**src/rtl/opc_bus_pkg.sv**
```systemverilog
// Shared definitions for the CPU-to-external-memory bus multiplexer:
// sequencer states, control-pin bit positions and the default read timeout.
package opc_bus_pkg;

    typedef enum logic [2:0] {
        ST_IDLE    = 3'd0,
        ST_ADDR    = 3'd1,
        ST_RD_WAIT = 3'd2,
        ST_WR_STB  = 3'd3,
        ST_WR_HOLD = 3'd4,
        ST_ACK     = 3'd5
    } bus_state_t;

    // Bit positions inside uo_out; bits [2:0] carry address[10:8], bit 7 is tied low.
    localparam int UO_ALE  = 3;
    localparam int UO_RD   = 4;
    localparam int UO_WR   = 5;
    localparam int UO_BUSY = 6;

    // Number of RD_WAIT cycles tolerated before a read is forced to complete.
    localparam int DEFAULT_TIMEOUT = 15;

    // Assembles the control-pin byte so every state builds uo_out the same way.
    function automatic logic [7:0] ctrl_pins(
        input logic [2:0] addr_hi,
        input logic       ale,
        input logic       rd,
        input logic       wr,
        input logic       busy
    );
        logic [7:0] pins;
        pins           = 8'h00;
        pins[2:0]      = addr_hi;
        pins[UO_ALE]   = ale;
        pins[UO_RD]    = rd;
        pins[UO_WR]    = wr;
        pins[UO_BUSY]  = busy;
        return pins;
    endfunction

endpackage

```
**src/rtl/opc_bus_if.sv**
```systemverilog
// CPU-side request/acknowledge bus between a bus master and the multiplexer.
interface opc_bus_if;

    logic        req;
    logic [10:0] addr;
    logic        rnw;
    logic [7:0]  wdata;
    logic [7:0]  rdata;
    logic        ack;
    logic        timeout;

    modport master (
        output req, addr, rnw, wdata,
        input  rdata, ack, timeout
    );

    modport slave (
        input  req, addr, rnw, wdata,
        output rdata, ack, timeout
    );

endinterface

```
**src/rtl/opc_bus_timer.sv**
```systemverilog
// Read-wait counter: counts cycles while enabled and flags the last allowed
// cycle so the sequencer can force a read completion.
module opc_bus_timer
    import opc_bus_pkg::*;
#(
    parameter int TIMEOUT = DEFAULT_TIMEOUT
) (
    input  logic clk,
    input  logic rst,
    input  logic clear,
    input  logic enable,
    output logic expired
);

    // The counter never needs to exceed TIMEOUT-1.
    localparam int CW = (TIMEOUT < 2) ? 1 : $clog2(TIMEOUT);
    localparam logic [CW-1:0] LAST = CW'(TIMEOUT - 1);

    logic [CW-1:0] count_r;

    // Expiry is raised during the TIMEOUT-th enabled cycle.
    always_comb begin
        expired = enable && (count_r == LAST);
    end

    // Wait counter: cleared outside the wait phase, saturates at the last cycle.
    always_ff @(posedge clk) begin
        if (rst) begin
            count_r <= '0;
        end else if (clear) begin
            count_r <= '0;
        end else if (enable && !expired) begin
            count_r <= count_r + CW'(1);
        end else begin
            count_r <= count_r;
        end
    end

endmodule

```
**src/rtl/opc_bus_mux.sv**
```systemverilog
// Multiplexes an 11-bit CPU address/data bus onto an 8-bit shared pad bus
// with ALE/RD/WR strobes. Address low byte and data share uio; the high
// address bits sit on uo_out[2:0]. All pins are registered.
module opc_bus_mux
    import opc_bus_pkg::*;
#(
    parameter int TIMEOUT = DEFAULT_TIMEOUT
) (
    input  logic        clk,
    input  logic        rst,
    opc_bus_if.slave    cpu,
    input  logic        mem_rdy,
    output logic [7:0]  uo_out,
    input  logic [7:0]  uio_in,
    output logic [7:0]  uio_out,
    output logic [7:0]  uio_oe
);

    bus_state_t  state_r;
    logic [10:0] addr_r;
    logic        rnw_r;
    logic [7:0]  wdata_r;
    logic [7:0]  rdata_r;
    logic        ack_r;
    logic        timeout_r;
    logic [7:0]  uo_r;
    logic [7:0]  uio_out_r;
    logic [7:0]  uio_oe_r;

    logic        wait_en;
    logic        wait_clr;
    logic        wait_expired;

    assign wait_en  = (state_r == ST_RD_WAIT);
    assign wait_clr = (state_r != ST_RD_WAIT);

    opc_bus_timer #(
        .TIMEOUT (TIMEOUT)
    ) u_timer (
        .clk     (clk),
        .rst     (rst),
        .clear   (wait_clr),
        .enable  (wait_en),
        .expired (wait_expired)
    );

    assign uo_out      = uo_r;
    assign uio_out     = uio_out_r;
    assign uio_oe      = uio_oe_r;
    assign cpu.rdata   = rdata_r;
    assign cpu.ack     = ack_r;
    assign cpu.timeout = timeout_r;

    // Bus sequencer: advances the transaction and registers every pin for the coming cycle.
    always_ff @(posedge clk) begin
        if (rst) begin
            state_r   <= ST_IDLE;
            addr_r    <= 11'h000;
            rnw_r     <= 1'b0;
            wdata_r   <= 8'h00;
            rdata_r   <= 8'h00;
            ack_r     <= 1'b0;
            timeout_r <= 1'b0;
            uo_r      <= 8'h00;
            uio_out_r <= 8'h00;
            uio_oe_r  <= 8'h00;
        end else begin
            ack_r     <= 1'b0;
            timeout_r <= 1'b0;
            case (state_r)
                ST_IDLE: begin
                    if (cpu.req) begin
                        // Capture the whole request; the CPU may change its lines afterwards.
                        addr_r    <= cpu.addr;
                        rnw_r     <= cpu.rnw;
                        wdata_r   <= cpu.wdata;
                        state_r   <= ST_ADDR;
                        uo_r      <= ctrl_pins(cpu.addr[10:8], 1'b1, 1'b0, 1'b0, 1'b1);
                        uio_out_r <= cpu.addr[7:0];
                        uio_oe_r  <= 8'hFF;
                    end else begin
                        state_r   <= ST_IDLE;
                        uo_r      <= 8'h00;
                        uio_out_r <= 8'h00;
                        uio_oe_r  <= 8'h00;
                    end
                end
                ST_ADDR: begin
                    if (rnw_r) begin
                        // Release the pads before the memory starts driving them.
                        state_r   <= ST_RD_WAIT;
                        uo_r      <= ctrl_pins(addr_r[10:8], 1'b0, 1'b1, 1'b0, 1'b1);
                        uio_out_r <= 8'h00;
                        uio_oe_r  <= 8'h00;
                    end else begin
                        state_r   <= ST_WR_STB;
                        uo_r      <= ctrl_pins(addr_r[10:8], 1'b0, 1'b0, 1'b1, 1'b1);
                        uio_out_r <= wdata_r;
                        uio_oe_r  <= 8'hFF;
                    end
                end
                ST_RD_WAIT: begin
                    if (mem_rdy) begin
                        // A ready memory wins over a simultaneous timeout.
                        rdata_r   <= uio_in;
                        ack_r     <= 1'b1;
                        state_r   <= ST_ACK;
                        uo_r      <= ctrl_pins(addr_r[10:8], 1'b0, 1'b0, 1'b0, 1'b1);
                        uio_out_r <= 8'h00;
                        uio_oe_r  <= 8'h00;
                    end else if (wait_expired) begin
                        rdata_r   <= 8'hFF;
                        timeout_r <= 1'b1;
                        ack_r     <= 1'b1;
                        state_r   <= ST_ACK;
                        uo_r      <= ctrl_pins(addr_r[10:8], 1'b0, 1'b0, 1'b0, 1'b1);
                        uio_out_r <= 8'h00;
                        uio_oe_r  <= 8'h00;
                    end else begin
                        state_r   <= ST_RD_WAIT;
                    end
                end
                ST_WR_STB: begin
                    // Drop WR but keep the data on the pads for one hold cycle.
                    state_r   <= ST_WR_HOLD;
                    uo_r      <= ctrl_pins(addr_r[10:8], 1'b0, 1'b0, 1'b0, 1'b1);
                    uio_out_r <= wdata_r;
                    uio_oe_r  <= 8'hFF;
                end
                ST_WR_HOLD: begin
                    ack_r     <= 1'b1;
                    state_r   <= ST_ACK;
                    uo_r      <= ctrl_pins(addr_r[10:8], 1'b0, 1'b0, 1'b0, 1'b1);
                    uio_out_r <= 8'h00;
                    uio_oe_r  <= 8'h00;
                end
                ST_ACK: begin
                    // Always pass through IDLE so a held request waits one cycle.
                    state_r   <= ST_IDLE;
                    uo_r      <= 8'h00;
                    uio_out_r <= 8'h00;
                    uio_oe_r  <= 8'h00;
                end
                default: begin
                    state_r   <= ST_IDLE;
                    uo_r      <= 8'h00;
                    uio_out_r <= 8'h00;
                    uio_oe_r  <= 8'h00;
                end
            endcase
        end
    end

endmodule

```
**src/flat_wrapper.sv**
```systemverilog
// flat-port wrapper written by rule: the top's interface ports become plain ports
module opc_bus_mux_flat import opc_bus_pkg::*;
#(
    parameter int TIMEOUT = DEFAULT_TIMEOUT
)
  (clk, rst, mem_rdy, uo_out, uio_in, uio_out, uio_oe, cpu_req, cpu_addr, cpu_rnw, cpu_wdata, cpu_rdata, cpu_ack, cpu_timeout);
  opc_bus_if cpu_i ();
  input  logic clk;
  input  logic rst;
  input  logic mem_rdy;
  output logic [7:0] uo_out;
  input  logic [7:0] uio_in;
  output logic [7:0] uio_out;
  output logic [7:0] uio_oe;
  input wire logic [$bits(cpu_i.req)-1:0] cpu_req;
  input wire logic [$bits(cpu_i.addr)-1:0] cpu_addr;
  input wire logic [$bits(cpu_i.rnw)-1:0] cpu_rnw;
  input wire logic [$bits(cpu_i.wdata)-1:0] cpu_wdata;
  output wire logic [$bits(cpu_i.rdata)-1:0] cpu_rdata;
  output wire logic [$bits(cpu_i.ack)-1:0] cpu_ack;
  output wire logic [$bits(cpu_i.timeout)-1:0] cpu_timeout;
  assign cpu_i.req = cpu_req;
  assign cpu_i.addr = cpu_addr;
  assign cpu_i.rnw = cpu_rnw;
  assign cpu_i.wdata = cpu_wdata;
  assign cpu_rdata = cpu_i.rdata;
  assign cpu_ack = cpu_i.ack;
  assign cpu_timeout = cpu_i.timeout;
  opc_bus_mux #(.TIMEOUT(TIMEOUT)) u_core (.clk(clk), .rst(rst), .cpu(cpu_i), .mem_rdy(mem_rdy), .uo_out(uo_out), .uio_in(uio_in), .uio_out(uio_out), .uio_oe(uio_oe));
endmodule
```
**config.mk**
```make
export PLATFORM = sky130hd
export DESIGN_NAME = opc_bus_mux_flat
export DESIGN_NICKNAME = d
export VERILOG_FILES = /design/src/rtl/opc_bus_pkg.sv /design/src/rtl/opc_bus_if.sv /design/src/rtl/opc_bus_timer.sv /design/src/rtl/opc_bus_mux.sv /design/src/flat_wrapper.sv
export SDC_FILE = /design/constraint.sdc
export NUM_CORES = 1
export LEC_CHECK = 0
export ABC_AREA = 0
export CELL_PAD_IN_SITES_DETAIL_PLACEMENT = 1
export CELL_PAD_IN_SITES_GLOBAL_PLACEMENT = 1
export CORE_MARGIN = 2
export CORE_UTILIZATION = 32
export DETAILED_ROUTE_END_ITERATION = 10
export PLACE_DENSITY = 0.82
export SYNTH_ARGS = -nofsm -noshare
export SYNTH_HDL_FRONTEND = slang
export SYNTH_HIERARCHICAL = 1
export SYNTH_SLANG_ARGS = --single-unit
export TNS_END_PERCENT = 5
```
**constraint.sdc**
```tcl
create_clock -name clk -period 2.5 [get_ports clk]
set_input_delay 0.5 -clock clk [delete_from_list [all_inputs] [get_ports clk]]
set_output_delay 0.5 -clock clk [all_outputs]
set_load 0.01 [all_outputs]
```
Yosys cells after proc, flatten, opt, wreduce, memory -nomap -nowiden
Cells that the tools add are included.

storage, ports and cells
  output and inout port bits = 34
  input port bits = 32
  word-level logic and storage cells = 53
  register bits after elaboration = 61

cells by class
  add/sub/neg operators = 1
  reductions and logical operators = 10
  mux-type cells = 23
  equal/unequal tests = 7
  bitwise operators = 1

operators with widths
  operator             count
  $pmux 8 s4           3
  $mux 8               10
  $pmux 3 s5           1
  $mux 7               1
  $eq 3x2->1 const B   2
  $mux 3               2
  $mux 6               1
  $ne 3x2->1 const B   2
  $add 4x1->4 const B  1
  $eq 4x4->1 const B   1
  $mux 1               4
  $reduce_and 2->1     2
  $reduce_or 2->1      2
  $eq 3x1->1 const B   1
  $eq 3x3->1 const B   1
  $logic_not 3->1      1
  $reduce_or 3->1      1
  $logic_and 1x1->1    2
  $pmux 1 s2           1
  $reduce_bool 2->1    1
  $logic_not 1->1      1
  $not 1->1            1

Depth between registers and ports, before layout
  depth in word-level cells = 5
  mapped depth = 9
  gate-level depth less buffers = 7

Modules after synthesis
The synthesis kept the hierarchy.

modules (own cells, without submodules)
  module         times used  area each (um^2)  cells an instance  seq. area each (um^2)
  opc_bus_mux    1           1,629.1           182                820.8
  opc_bus_timer  1           216.5             23                 80.1

Least setup slack after synthesis
Ideal clock, no wire load.

  path kind = flip-flop to flip-flop
  start point = reg u_core.state_r[0]
  end point = reg u_core.ack_r, in the netlist u_core/cpu.ack
  period minus slack after synthesis = 1,990 ps
  arrival = 1,905 ps
  setup time = 86 ps
  setup slack = 510 ps
  stages on the path, launching flop included = 9
  data required time = 2,414 ps
  cell sequence = dfxtp_1 buf_6 or3b_1 buf_6 inv_2 and4_2 nor2_1 or3_1 a211oi_1

between the ends
  word-level cells in the longest chain between the ends = 5
  elaborated cells on any way between the ends = 6
  those cells by class = eq/ne (2); mux (3); reduce/logical (1)

RTL lines
  element                  line                 text
  start, declared          opc_bus_mux.sv:19    bus_state_t state_r;
  start signal, assigned   opc_bus_mux.sv:57    state_r <= ST_IDLE;
  start signal, assigned   opc_bus_mux.sv:77    state_r <= ST_ADDR;
  start signal, assigned   opc_bus_mux.sv:82    state_r <= ST_IDLE;
  $eq 3x2->1               opc_bus_mux.sv:34    assign wait_en = (state_r == ST_RD_WAIT);
  net u_core.wait_en       opc_bus_mux.sv:30    logic wait_en;
  $logic_and 1x1->1        opc_bus_timer.sv:23  expired = enable && (count_r == LAST);
  net u_core.wait_expired  opc_bus_mux.sv:32    logic wait_expired;
  $mux 1                   opc_bus_mux.sv:111   end else if (wait_expired) begin
  $mux 1                   opc_bus_mux.sv:103   if (mem_rdy) begin
  $pmux 1 s2               opc_bus_mux.sv:70    case (state_r)
  end signal, assigned     opc_bus_mux.sv:68    ack_r <= 1'b0;
  end signal, assigned     opc_bus_mux.sv:106   ack_r <= 1'b1;
  end signal, assigned     opc_bus_mux.sv:114   ack_r <= 1'b1;
  end, declared            opc_bus_mux.sv:24    logic ack_r;

The timed path passes the listed nets, and every way through them passes these cells.
A chain may end at the register's enable or synchronous reset.

Final worst setup path
  start point = reg u_core.state_r[1]
  end point = reg u_core.ack_r, in the netlist u_core/cpu.ack

The elaborated chain is that of the path after synthesis.

==> flow_metrics.py <==
metrics = {
    "global_routing": {
        "gr-usage-all-layers": 0.157,
        "first_global_vias": 1728,
        "grt_max_degree": 24,
        "grt.overflow.total": 0,
        "grt_antenna_before_repair": 0,
        "grt_first_pass_wirelength_mm": 7.91,
    },
    "worst_setup_path": {
        "worst-path-max-fanout": 10,
        "cp_cell_sequence": "or3b_1 > inv_2 > and4_2 > nor2_1 > or3_1 > a211oi_1",
        "crit_path_start_kind": "flip-flop",
        "criticalPathCategory": "reg2reg",
        "arrival_ps": 2330,
        "crit_path_top_delay_cell": "dfxtp_1",
        "cp.buffers_inverters": 1,
        "path_delay_family": "simple AND/OR/NAND/NOR gates",
        "critical_path_endpoint_category": "flip-flop",
        "crit_path_max_incr_delay_ps": 520,
        "timing.critical_path.required_ps": 2720,
        "r2r_slack_ps": 390,
    },
    "yosys": {
        "synth_top_cell_area_share": 0.488,
        "synth.yosys.seq_area_share": 0.488,
        "synth_fp_nets": 239,
        "netlist_instances": 205,
        "synth.most_common_cell": "dfxtp_1",
        "synth-edff-count": 0,
        "synth_area_leader_cell": "dfxtp_1",
        "synthesis.yosys.warnings": 6,
        "synth_ff_type": "dfxtp_1",
        "synth_top_cells_by_area": "dfxtp_1, nor2_1, a21oi_1",
        "synth-seq-cells": 45,
        "synth_area_um2": 1850,
        "yosysUniqueCellTypes": 41,
        "synth.avg_cell_area_um2": 9.00,
        "async_flop_share": 0,
        "post_synth_most_frequent_cells": "dfxtp_1, nor2_1, nand2_1",
    },
    "power_and_ir_drop": {
        "power.static_leakage_uw": 0.000923,
        "pwr_density_cell_nw_per_um2": 654,
        "ir_drop_uv": 284,
    },
    "finish": {
        "design.final.nets": 297,
        "utilization": 0.467,
        "insertedDiodeCount": 0,
        "layout-area-overhead-vs-synth_pct": 40.2,
        "drive_gt1_frac": 0.0833,
        "fin_area_um2": 2590,
    },
    "clocking": {
        "cts.repair.resized": 0,
        "root_buffer": "clkbuf_8",
        "cts_setup_buffers": 0,
        "cts_num_sinks": 45,
        "worst_case_clock_buffer_depth": 2,
        "numCtsBuffers": 5,
        "clkTransAtPathRegs_ps": 80,
        "htree_num_levels": 2,
        "worst_skew_pair.late_latency_ps": 300,
        "cts_tree": "done",
        "post_cts_hold_buffer_count": 0,
    },
    "min_path": {
        "timing.hold.worst.class": "reg2reg",
    },
    "floorplanning": {
        "fp.dieH_um": 79.9,
        "ioPinCount": 66,
        "floorplan.rows": 27,
        "chipWidth_um": 79.9,
        "initial_utilization": 0.333,
        "floorplan.core_area_um2": 5540,
        "die_area_um2": 6390,
    },
    "placed_design": {
        "placed_cell_area_um2": 2500,
        "port_buf_inserts": 64,
        "global_placement_routability_congestion": 0.780,
        "pre_cts_slack_ps": 417,
        "dpl.hpwl_mm": 3.63,
    },
    "sta": {
        "timing.slew.headroom": 0.646,
        "setup_repair_after_global_routing_missed_its_margin": "no",
        "finalClockSkew_ps": 5.89,
        "tightestPinTransition_ps": 530,
        "finalMaxSlewViolations": 0,
        "setup_tns_ps": 0,
        "hold_viol": 0,
        "timing.final.crit_period_ps": 2110,
        "setup_viol": 0,
        "final.hold.worst_slack_ps": 464,
        "final_min_period_over_clock_period": 0.845,
        "min_setup_slack_post_route_ps": 386,
        "max_freq_ghz": 0.473,
    },
    "drt": {
        "routed-wl-met2_mm": 2.43,
        "route.met3.wl_um": 298,
        "initialDrtViolationCount": 91,
        "viasPerCell": 5.06,
        "wl_per_cell_um": 14.2,
        "drt_first_pass_iters": 4,
        "routedLengthMet1_mm": 1.98,
        "remaining_drc_errors": 0,
        "vias": 1700,
        "finalWirelength_mm": 4.76,
        "top_layer_used": "met4",
        "antenna_violating_nets_remaining": 0,
    },
    "flow_run": {
        "max_cap_violations": 0,
    },
    "run_status": {
        "status": "finished, final reports clean",
    },
}
-- flip-flops by register name (all words and copies together) (netlist names) --
signal                  flops
u_core/uio_out              8
u_core/wdata_r              8
u_core/uo_out               7
u_core/rnw_r                1
u_core/uio_oe               1
u_core/cpu.ack              1
u_core/state_r              3
u_core/cpu.timeout          1
u_core/addr_r               3
u_core/cpu.rdata            8
u_core/u_timer/count_r      4
-- metrics by stage --
stage	total power, uW	cells
final	1690	336
after global routing	1810	336
after CTS	1730	336
after detailed placement	1280	328
after global placement	1260	328
after floorplan	1090	205
-- final timing paths --
kind                                   startpoint  depth (start not counted)           endpoint
worst min register to register  u_core/wdata_r[3]                          2  u_core/wdata_r[3]
worst min-delay path            u_core/wdata_r[3]                          2  u_core/wdata_r[3]
worst max-delay path            u_core/state_r[1]                          6     u_core/cpu.ack
worst max register to register  u_core/state_r[1]                          6     u_core/cpu.ack
-- area by class of cell --
| class | count | area, um^2 |
|---|---|---|
| clock buffers | 5 | 68.8 |
| clock inverters | 3 | 17.5 |
| fillers | 657 | 2950 |
| inverters | 6 | 22.5 |
| multi-input cells | 134 | 795 |
| flip-flops and latches | 45 | 901 |
| well taps | 72 | 90.1 |
| repair buffers | 71 | 693 |
-- logic make-up after synthesis --
family,synth area share
xor gates and xnor gates,0.00475
adders and majority gates,0.0136
buffers and inverters,0.0861
DFF,0.488
AOI/OAI and AO/OA,0.207
other,0.00203
and+or+nand+nor,0.198
-- cells in the final DEF, fill, tap and decap left out, types with 2 or more instances in the layout --
master           instances
a2111oi_1                2
a211oi_1                 3
a21boi_0                 3
a21oi_1                 20
a222oi_1                 8
buf_4                    7
clkbuf_8                 5
clkdlybuf4s50_1         64
clkinv_2                 2
dfxtp_1                 45
ha_1                     2
inv_1                    5
nand2_1                 26
nand2b_1                 3
nor2_1                  28
nor3_1                   4
nor4_1                   2
o21bai_1                 2
o22ai_1                  8
o2bb2ai_1                3
-- where the power goes --
group	total [uW]	switching, uW	internal, uW
sequential	818	40.6	778
combinational	435	210	225
clock	440	247	193
total	1690	498	1200
-- metal layers --
metal	GRT usage	up-vias
li1	-	833
met1	0.176	813
met2	0.281	48
met3	0.0486	6
met4	0.0492	0
met5	0	-
-- tightest hold or removal path: cells and delay by family, from the launching register on --
| family | cells | cell delay [ps] |
|---|---|---|
| and+or+nand+nor | 1 | 50 |
| AOI/OAI and AO/OA | 1 | 50 |
| DFF | 1 | 320 |
No activity file was read; power rests on OpenSTA's default activity.
